<file path="src/rtl/btn_pkg.sv">
// Shared types and helpers for the button debouncer.
package btn_pkg;

    localparam int unsigned CLK_HZ = 27_000_000;

    typedef enum logic [1:0] {
        RELEASED     = 2'd0,
        PRESS_WAIT   = 2'd1,
        PRESSED      = 2'd2,
        RELEASE_WAIT = 2'd3
    } btn_state_e;

    // Convert a duration in milliseconds to CLK_HZ cycles.
    function automatic int unsigned ms_to_cycles(input int unsigned ms);
        return (CLK_HZ / 1000) * ms;
    endfunction

endpackage

</file>
<file path="src/rtl/btn_debounce_sync_ff.sv">
// Multi-flop synchroniser with a configurable reset value.
module sync_ff #(
    parameter int unsigned STAGES    = 2,
    parameter logic        RESET_VAL = 1'b0
) (
    input  logic clk_i,
    input  logic rst_i,
    input  logic d_i,
    output logic q_o
);

    logic [STAGES-1:0] sync_q;

    // Shift the asynchronous input through the flop chain.
    always_ff @(posedge clk_i or posedge rst_i) begin
        if (rst_i) begin
            sync_q <= {STAGES{RESET_VAL}};
        end else begin
            sync_q <= {sync_q[STAGES-2:0], d_i};
        end
    end

    assign q_o = sync_q[STAGES-1];

endmodule

</file>
<file path="src/rtl/btn_debounce.sv">
// Button debouncer: synchronises pin and PLL lock, filters bounce with a
// stable-sample counter, and emits a clean level plus press/release strobes.
// Optional feature macro: BTN_LONG_PRESS_EN (adds the long_press_o strobe).
module btn_debounce
    import btn_pkg::*;
#(
    parameter int unsigned DEBOUNCE_CYCLES   = ms_to_cycles(10),
    parameter int unsigned SYNC_STAGES       = 2,
    parameter bit          ACTIVE_LOW        = 1'b1,
    parameter int unsigned LONG_PRESS_CYCLES = ms_to_cycles(1000)
) (
    input  logic clkin_i,
    input  logic reset_i,
    input  logic lock_i,
    input  logic button_i,
    output logic btn_level_o,
    output logic press_o,
    output logic release_o,
    output logic long_press_o
);

    localparam int unsigned CNT_W = $clog2(DEBOUNCE_CYCLES + 1);
    localparam logic [CNT_W-1:0] CNT_MAX = CNT_W'(DEBOUNCE_CYCLES - 1);

    logic       pin_s;
    logic       btn_s;
    logic       lock_s;

    btn_state_e       state_q;
    logic [CNT_W-1:0] cnt_q;
    logic             level_q;
    logic             press_q;
    logic             release_q;

    sync_ff #(
        .STAGES    (SYNC_STAGES),
        .RESET_VAL (ACTIVE_LOW)
    ) u_pin_sync (
        .clk_i (clkin_i),
        .rst_i (reset_i),
        .d_i   (button_i),
        .q_o   (pin_s)
    );

    sync_ff #(
        .STAGES    (SYNC_STAGES),
        .RESET_VAL (1'b0)
    ) u_lock_sync (
        .clk_i (clkin_i),
        .rst_i (reset_i),
        .d_i   (lock_i),
        .q_o   (lock_s)
    );

    // Normalise so that 1 always means pressed.
    assign btn_s = pin_s ^ ACTIVE_LOW;

    // Debounce FSM with registered level and strobes; idle while unlocked.
    always_ff @(posedge clkin_i or posedge reset_i) begin
        if (reset_i) begin
            state_q   <= RELEASED;
            cnt_q     <= '0;
            level_q   <= 1'b0;
            press_q   <= 1'b0;
            release_q <= 1'b0;
        end else begin
            press_q   <= 1'b0;
            release_q <= 1'b0;
            if (!lock_s) begin
                state_q <= RELEASED;
                cnt_q   <= '0;
                level_q <= 1'b0;
            end else begin
                unique case (state_q)
                    RELEASED: begin
                        if (btn_s) begin
                            state_q <= PRESS_WAIT;
                            cnt_q   <= CNT_W'(1);
                        end
                    end
                    PRESS_WAIT: begin
                        if (!btn_s) begin
                            state_q <= RELEASED;
                            cnt_q   <= '0;
                        end else if (cnt_q == CNT_MAX) begin
                            state_q <= PRESSED;
                            cnt_q   <= '0;
                            level_q <= 1'b1;
                            press_q <= 1'b1;
                        end else begin
                            cnt_q <= cnt_q + CNT_W'(1);
                        end
                    end
                    PRESSED: begin
                        if (!btn_s) begin
                            state_q <= RELEASE_WAIT;
                            cnt_q   <= CNT_W'(1);
                        end
                    end
                    RELEASE_WAIT: begin
                        if (btn_s) begin
                            state_q <= PRESSED;
                            cnt_q   <= '0;
                        end else if (cnt_q == CNT_MAX) begin
                            state_q   <= RELEASED;
                            cnt_q     <= '0;
                            level_q   <= 1'b0;
                            release_q <= 1'b1;
                        end else begin
                            cnt_q <= cnt_q + CNT_W'(1);
                        end
                    end
                    default: begin
                        state_q <= RELEASED;
                        cnt_q   <= '0;
                    end
                endcase
            end
        end
    end

    assign btn_level_o = level_q;
    assign press_o     = press_q;
    assign release_o   = release_q;

`ifdef BTN_LONG_PRESS_EN
    localparam int unsigned HOLD_W = $clog2(LONG_PRESS_CYCLES + 1);
    localparam logic [HOLD_W-1:0] HOLD_MAX = HOLD_W'(LONG_PRESS_CYCLES - 1);

    logic [HOLD_W-1:0] hold_q;
    logic              long_done_q;
    logic              long_q;
    logic              enter_pressed_c;
    logic              enter_released_c;

    assign enter_pressed_c  = (state_q == PRESS_WAIT) && btn_s && (cnt_q == CNT_MAX);
    assign enter_released_c = (state_q == RELEASE_WAIT) && !btn_s && (cnt_q == CNT_MAX);

    // Hold timer: runs through release bounces, fires once per accepted press.
    always_ff @(posedge clkin_i or posedge reset_i) begin
        if (reset_i) begin
            hold_q      <= '0;
            long_done_q <= 1'b0;
            long_q      <= 1'b0;
        end else begin
            long_q <= 1'b0;
            if (!lock_s || enter_released_c || (state_q == RELEASED)) begin
                hold_q      <= '0;
                long_done_q <= 1'b0;
            end else if (enter_pressed_c) begin
                hold_q      <= '0;
                long_done_q <= 1'b0;
            end else if ((state_q == PRESSED) || (state_q == RELEASE_WAIT)) begin
                if (hold_q == HOLD_MAX) begin
                    if (!long_done_q) begin
                        long_q      <= 1'b1;
                        long_done_q <= 1'b1;
                    end
                end else begin
                    hold_q <= hold_q + HOLD_W'(1);
                end
            end
        end
    end

    assign long_press_o = long_q;
`else
    assign long_press_o = 1'b0;
`endif

endmodule
</file>
<file path="config.mk">
export PLATFORM = sky130hd
export DESIGN_NAME = btn_debounce
export DESIGN_NICKNAME = d
export VERILOG_FILES = /design/src/rtl/btn_pkg.sv /design/src/rtl/btn_debounce_sync_ff.sv /design/src/rtl/btn_debounce.sv
export SDC_FILE = /design/constraint.sdc
export NUM_CORES = 1
export LEC_CHECK = 0
export CAP_MARGIN = 10
export CORE_AREA = 2 2 72 74
export CTS_CLUSTER_DIAMETER = 40
export CTS_CLUSTER_SIZE = 40
export DETAILED_ROUTE_END_ITERATION = 10
export DIE_AREA = 0 0 74 76
export SETUP_SLACK_MARGIN = 0.4
export SLEW_MARGIN = 30
export SYNTH_ARGS = -nofsm -noshare
export SYNTH_HDL_FRONTEND = slang
export SYNTH_HIERARCHICAL = 1
export SYNTH_SLANG_ARGS = --single-unit
export TNS_END_PERCENT = 20
</file>
<file path="constraint.sdc">
create_clock -name clkin_i -period 1.9 [get_ports clkin_i]
set_input_delay 0.19 -clock clkin_i [delete_from_list [all_inputs] [get_ports clkin_i]]
set_output_delay 0.19 -clock clkin_i [all_outputs]
set_load 0.05 [all_outputs]
</file>
# Word-level counts from Yosys, hierarchy flattened
# Cells that the tools add are included.
# totals
input_bits,4
romBits,0
out_inout_bits,4
latchBits,0
ram_bits,0
mem_count,0
regBits,28
# classes
addsub,1
n_shift,0
n_bitwise,0
multipliers,0
eq_ne,13
n_reduce_logical,4
n_mux,28
div,0
magnitude_cmp,0
# ops
operator,count
two-way mux 19 bit,6
one-hot mux 19 bit (4 select lines),1
!= test 3 bit (second input constant),7
adder 19 x 1 -> 19 bit (second input constant),1
== test 19 bit (second input constant),1
two-way mux 2 bit,7
two-way mux 1 bit,12
!= test 4 bit (second input constant),2
one-hot mux 2 bit (4 select lines),1
AND reduction 5 bit,1
== test 2 bit (second input constant),2
AND reduction 4 bit,1
== test 2 x 1 -> 1 bit (second input constant),1
logical NOT 2 bit,1
one-hot mux 1 bit (2 select lines),1
AND reduction 2 bit,1

# Depth between registers and ports, before layout
# depth
depth_word,5
depth_mapped,8

# Cells and area by module
# Netlist, hierarchy kept.
# by_module_without_submodules
mod,cells_each,area_each_um2,instances
btn_debounce,137,1287.5,1
sync_ff at u_pin_sync,3,56.3,1
sync_ff at u_lock_sync,3,53.8,1

# Worst setup path before layout
# No wires, ideal clock.
# synth_path
path_type,register to register
from,register cnt_q[4]
to,"register level_q, in the netlist btn_level_o"
stages_incl_launch_ff,7
setup_ns,0.119
setup_slack_ns,-0.083
required_ns,1.781
t_arrival_ns,1.865
n_path_buf,1
path_cell_list,dfrtp_1 or4_4 nor4_4 and3_1 buf_6 mux2_4 o21a_1
# synth_via
elab_chain_len,3
# synth_lines
item,line_no,source
start: declaration,btn_debounce.sv:30,logic [CNT_W-1:0] cnt_q;
start signal: assignment,btn_debounce.sv:91,cnt_q <= cnt_q + CNT_W'(1);
start signal: assignment,btn_debounce.sv:110,cnt_q <= cnt_q + CNT_W'(1);
== test 19 bit (*),"btn_debounce.sv:85, btn_debounce.sv:104",
!= test 3 bit (no source line),-,
AND reduction 5 bit (no source line) (*),-,
end signal: assignment,btn_debounce.sv:72,level_q <= 1'b0;
end signal: assignment,btn_debounce.sv:88,level_q <= 1'b1;
end signal: assignment,btn_debounce.sv:107,level_q <= 1'b0;
end: declaration,btn_debounce.sv:31,logic level_q;
# Mark *: on every way between the ends. The rest lies on a longest branch, timed or not.
# A chain may end at the register's enable or synchronous reset.

# Worst setup path in the final report
# Same ends and word-level chain as after synthesis.

==> flow_metrics.tcl <==
set metrics [dict create \
    outcome "finished, violations left" \
    violations "setup timing" \
    gp_congestion 0.7565 \
    min_period_over_period 1.000 \
    seq_area_frac_synth 0.5031 \
    initial_core_util 0.2845 \
    routed-wl-met3_um 54 \
    first_pass_iters 4 \
    synth_edf_count 0 \
    cts_buffer_depth 2 \
    power_frac_seq 0.525 \
    portBuffers 6 \
    clock-root-buffer "clkbuf_8" \
    cpMaxStageDelayCell "or4_4" \
    cts_sinks 28 \
    yosysTopAreaCell "dfrtp_1" \
    via_per_inst 4.573 \
    dieHeight_um 76 \
    yosys-top-cells-area "dfrtp_1 47%, nor2_1 5.6%, nand2_1 4.0%, dfstp_2 3.8%, xnor2_1 3.8%" \
    synth_common_cells "26 x dfrtp_1, 21 x nor2_1, 15 x nand2_1, 8 x nand3_1, 7 x o21ai_0" \
    end_kind "flip-flop" \
    setup_viol 1 \
    cts.clk_slew.worst_paths_ns 0.09 \
    hold_violations 0 \
    cap_violations 0 \
    io_pins 8 \
    grt_max_degree 25 \
    path_buf_inv 0 \
    power_density_mw_per_mm2 612.9 \
    holdWs_ns 0.1105 \
    globalRouteOverflowTotal 0 \
    max_slew_margin 0.6656 \
    r2r-end "btn_level_o" \
    synth_warnings 6 \
    wl_per_cell_um 12.03 \
    start_kind "flip-flop" \
    hpwlAfterDp_um 1937 \
    synth.avg_cell_area_um2 9.773 \
    clkLatencyLatePin_ns 0.28 \
    nNetsFinal 175 \
    path_cells "or4_4 -> nor4_4 -> and3_4 -> mux2_4 -> o21a_1" \
    drc 0 \
    top_layer_used "met4" \
    wl_met2_um 1410 \
    postSynthCellCount 143 \
    rsz0062_at_grt "true" \
    finalClockSkew_ns 0.005512 \
    synth-seq-cells 28 \
    drt_first_iter_violations 24 \
    crit_required_ns 2.07 \
    ys_async_sr_fraction 1.000 \
    synth.distinct_cells 39 \
    antenna_found_initial 0 \
    clkPwrFrac 0.400 \
    p_int_mw 0.9251 \
    grt_usage 0.1136 \
    final_area_mm2 0.001899 \
    cts_buffers 3 \
    rows 26 \
    synth-main-ff-cell "dfrtp_1" \
    path_class "flip-flop to flip-flop" \
    drive_gt1_frac 0.3254 \
    placed_cell_area_mm2 0.001634 \
    die_w_um 74 \
    ir_worst_vdd_uv 401.6 \
    tightest_slew_ns 0.5008 \
    timing.final.ws_setup_ns -0.000003109 \
    timing.fmax_mhz 526.3 \
    wl_met1_um 1367 \
    wl_um 2875 \
    cpLargestDelayFamily "simple AND/OR/NAND/NOR gates" \
    cts_tree "built" \
    layout-area-overhead-vs-synth_pct 35.90 \
    switching_power_mw 0.2390 \
    final_max_slew_viol_count 0 \
    p_comb_frac 0.075 \
    hold_path_class "input port to asynchronous set/reset pin" \
    syn_area_mm2 0.001398 \
    yosysMostFrequentCell "dfrtp_1" \
    fin_crit_ns 1.900 \
    crit_arrival_ns 2.07 \
    r2r_start "cnt_q[4]" \
    r2r_setup_slack_ns -0.000003 \
    antenna_cells 0 \
    switching_share 0.2053 \
    grt_pass1_vias 1122 \
    reg2reg_depth 5 \
    core_mm2 0.004912 \
    power_leakage_nw 0.8415 \
    grt_pass1_wl_um 5099 \
    htree_levels 1 \
    dieArea_mm2 0.005624 \
    hold_buffers 0 \
    ant_nets 0 \
    cp_slowest_stage_delay_ns 0.53 \
    crit_fanout 2 \
    synthesis.nets 148 \
    synth_top_area_frac 0.4655 \
    via_count 1093 \
]
[per-layer routing]
layer	vias up	global-route usage
li1	544	-
met1	530	0.1542
met2	14	0.1839
met3	5	0.01587
met4	0	0.03818
met5	-	0
[state kept, by name, summed over array words and instances (netlist names)]
register and cells:
btn_level_o 1, cnt_q 19, press_o 1, release_o 1, state_q 2, u_lock_sync/sync_q 2
u_pin_sync/sync_q 2
[worst max-delay path by stage]
stage               startpoint  cells past startpoint     endpoint
finish                cnt_q[4]                      5  btn_level_o
global route         cnt_q[17]                      5  btn_level_o
CTS                  cnt_q[17]                      5  btn_level_o
detailed placement   cnt_q[17]                      5    cnt_q[12]
global placement      cnt_q[4]                      5     cnt_q[7]
floorplan             cnt_q[4]                      6  btn_level_o
[through the flow]
stage                 util  std cells  power (mW)      TNS (ns)  setup slack, ns
floorplan                -        143      0.6574      -0.08166         -0.08166
global placement    0.3327        230      0.6830        -1.298          -0.1192
detailed placement  0.3327        230      0.6838        -2.043          -0.1950
CTS                 0.3693        239       1.179             0          0.01093
global route        0.3867        239       1.212       -0.1886         -0.05516
finish              0.3867        239       1.164  -0.000003109     -0.000003109
[placed cells by master (no fill, tap or decap), types with 4 or more instances in the layout]
cell type,count
buf_4,17
inv_1,5
xor2_1,4
nand2_1,15
dfrtp_1,26
nand3_1,8
nor2_4,6
o21ai_0,4
xnor2_1,6
nor2_2,4
nor2_1,11
[power groups by stage]
| stage | sequential, mW | combinational, mW | clock, mW |
|---|---|---|---|
| after detailed placement | 0.622 | 0.0614 | 0 |
| after floorplan | 0.622 | 0.0358 | 0 |
| after CTS | 0.611 | 0.0869 | 0.481 |
| after global placement | 0.622 | 0.0606 | 0 |
| final | 0.611 | 0.0878 | 0.466 |
| after global routing | 0.612 | 0.0976 | 0.502 |
[logic make-up after synthesis]
family	synth area share
simple gates	0.2507
flops	0.5031
compound gates	0.1128
xor+xnor	0.07520
buf+inv	0.03581
fa+ha+maj	0.008951
other cells	0.002683
mux	0.01074
[what timing repair did]
action	4_1_cts	5_1_grt
cloned	1	0
setup buffers	4	0
endpoints found under the setup margin	26	27
pin swaps	2	8
hold endpoints to repair	0	0
resized for setup	9	27
[layout make-up]
type | count | area [um^2]
Multi-Input combinational cell | 105 | 755.7
Clock buffer | 3 | 41.29
Timing Repair Buffer | 27 | 262.8
Clock inverter | 1 | 30.03
Tap cell | 70 | 87.58
Fill cell | 478 | 3013
Inverter | 5 | 18.77
Sequential cell | 28 | 703.2
(Power assumes the default switching activity.)
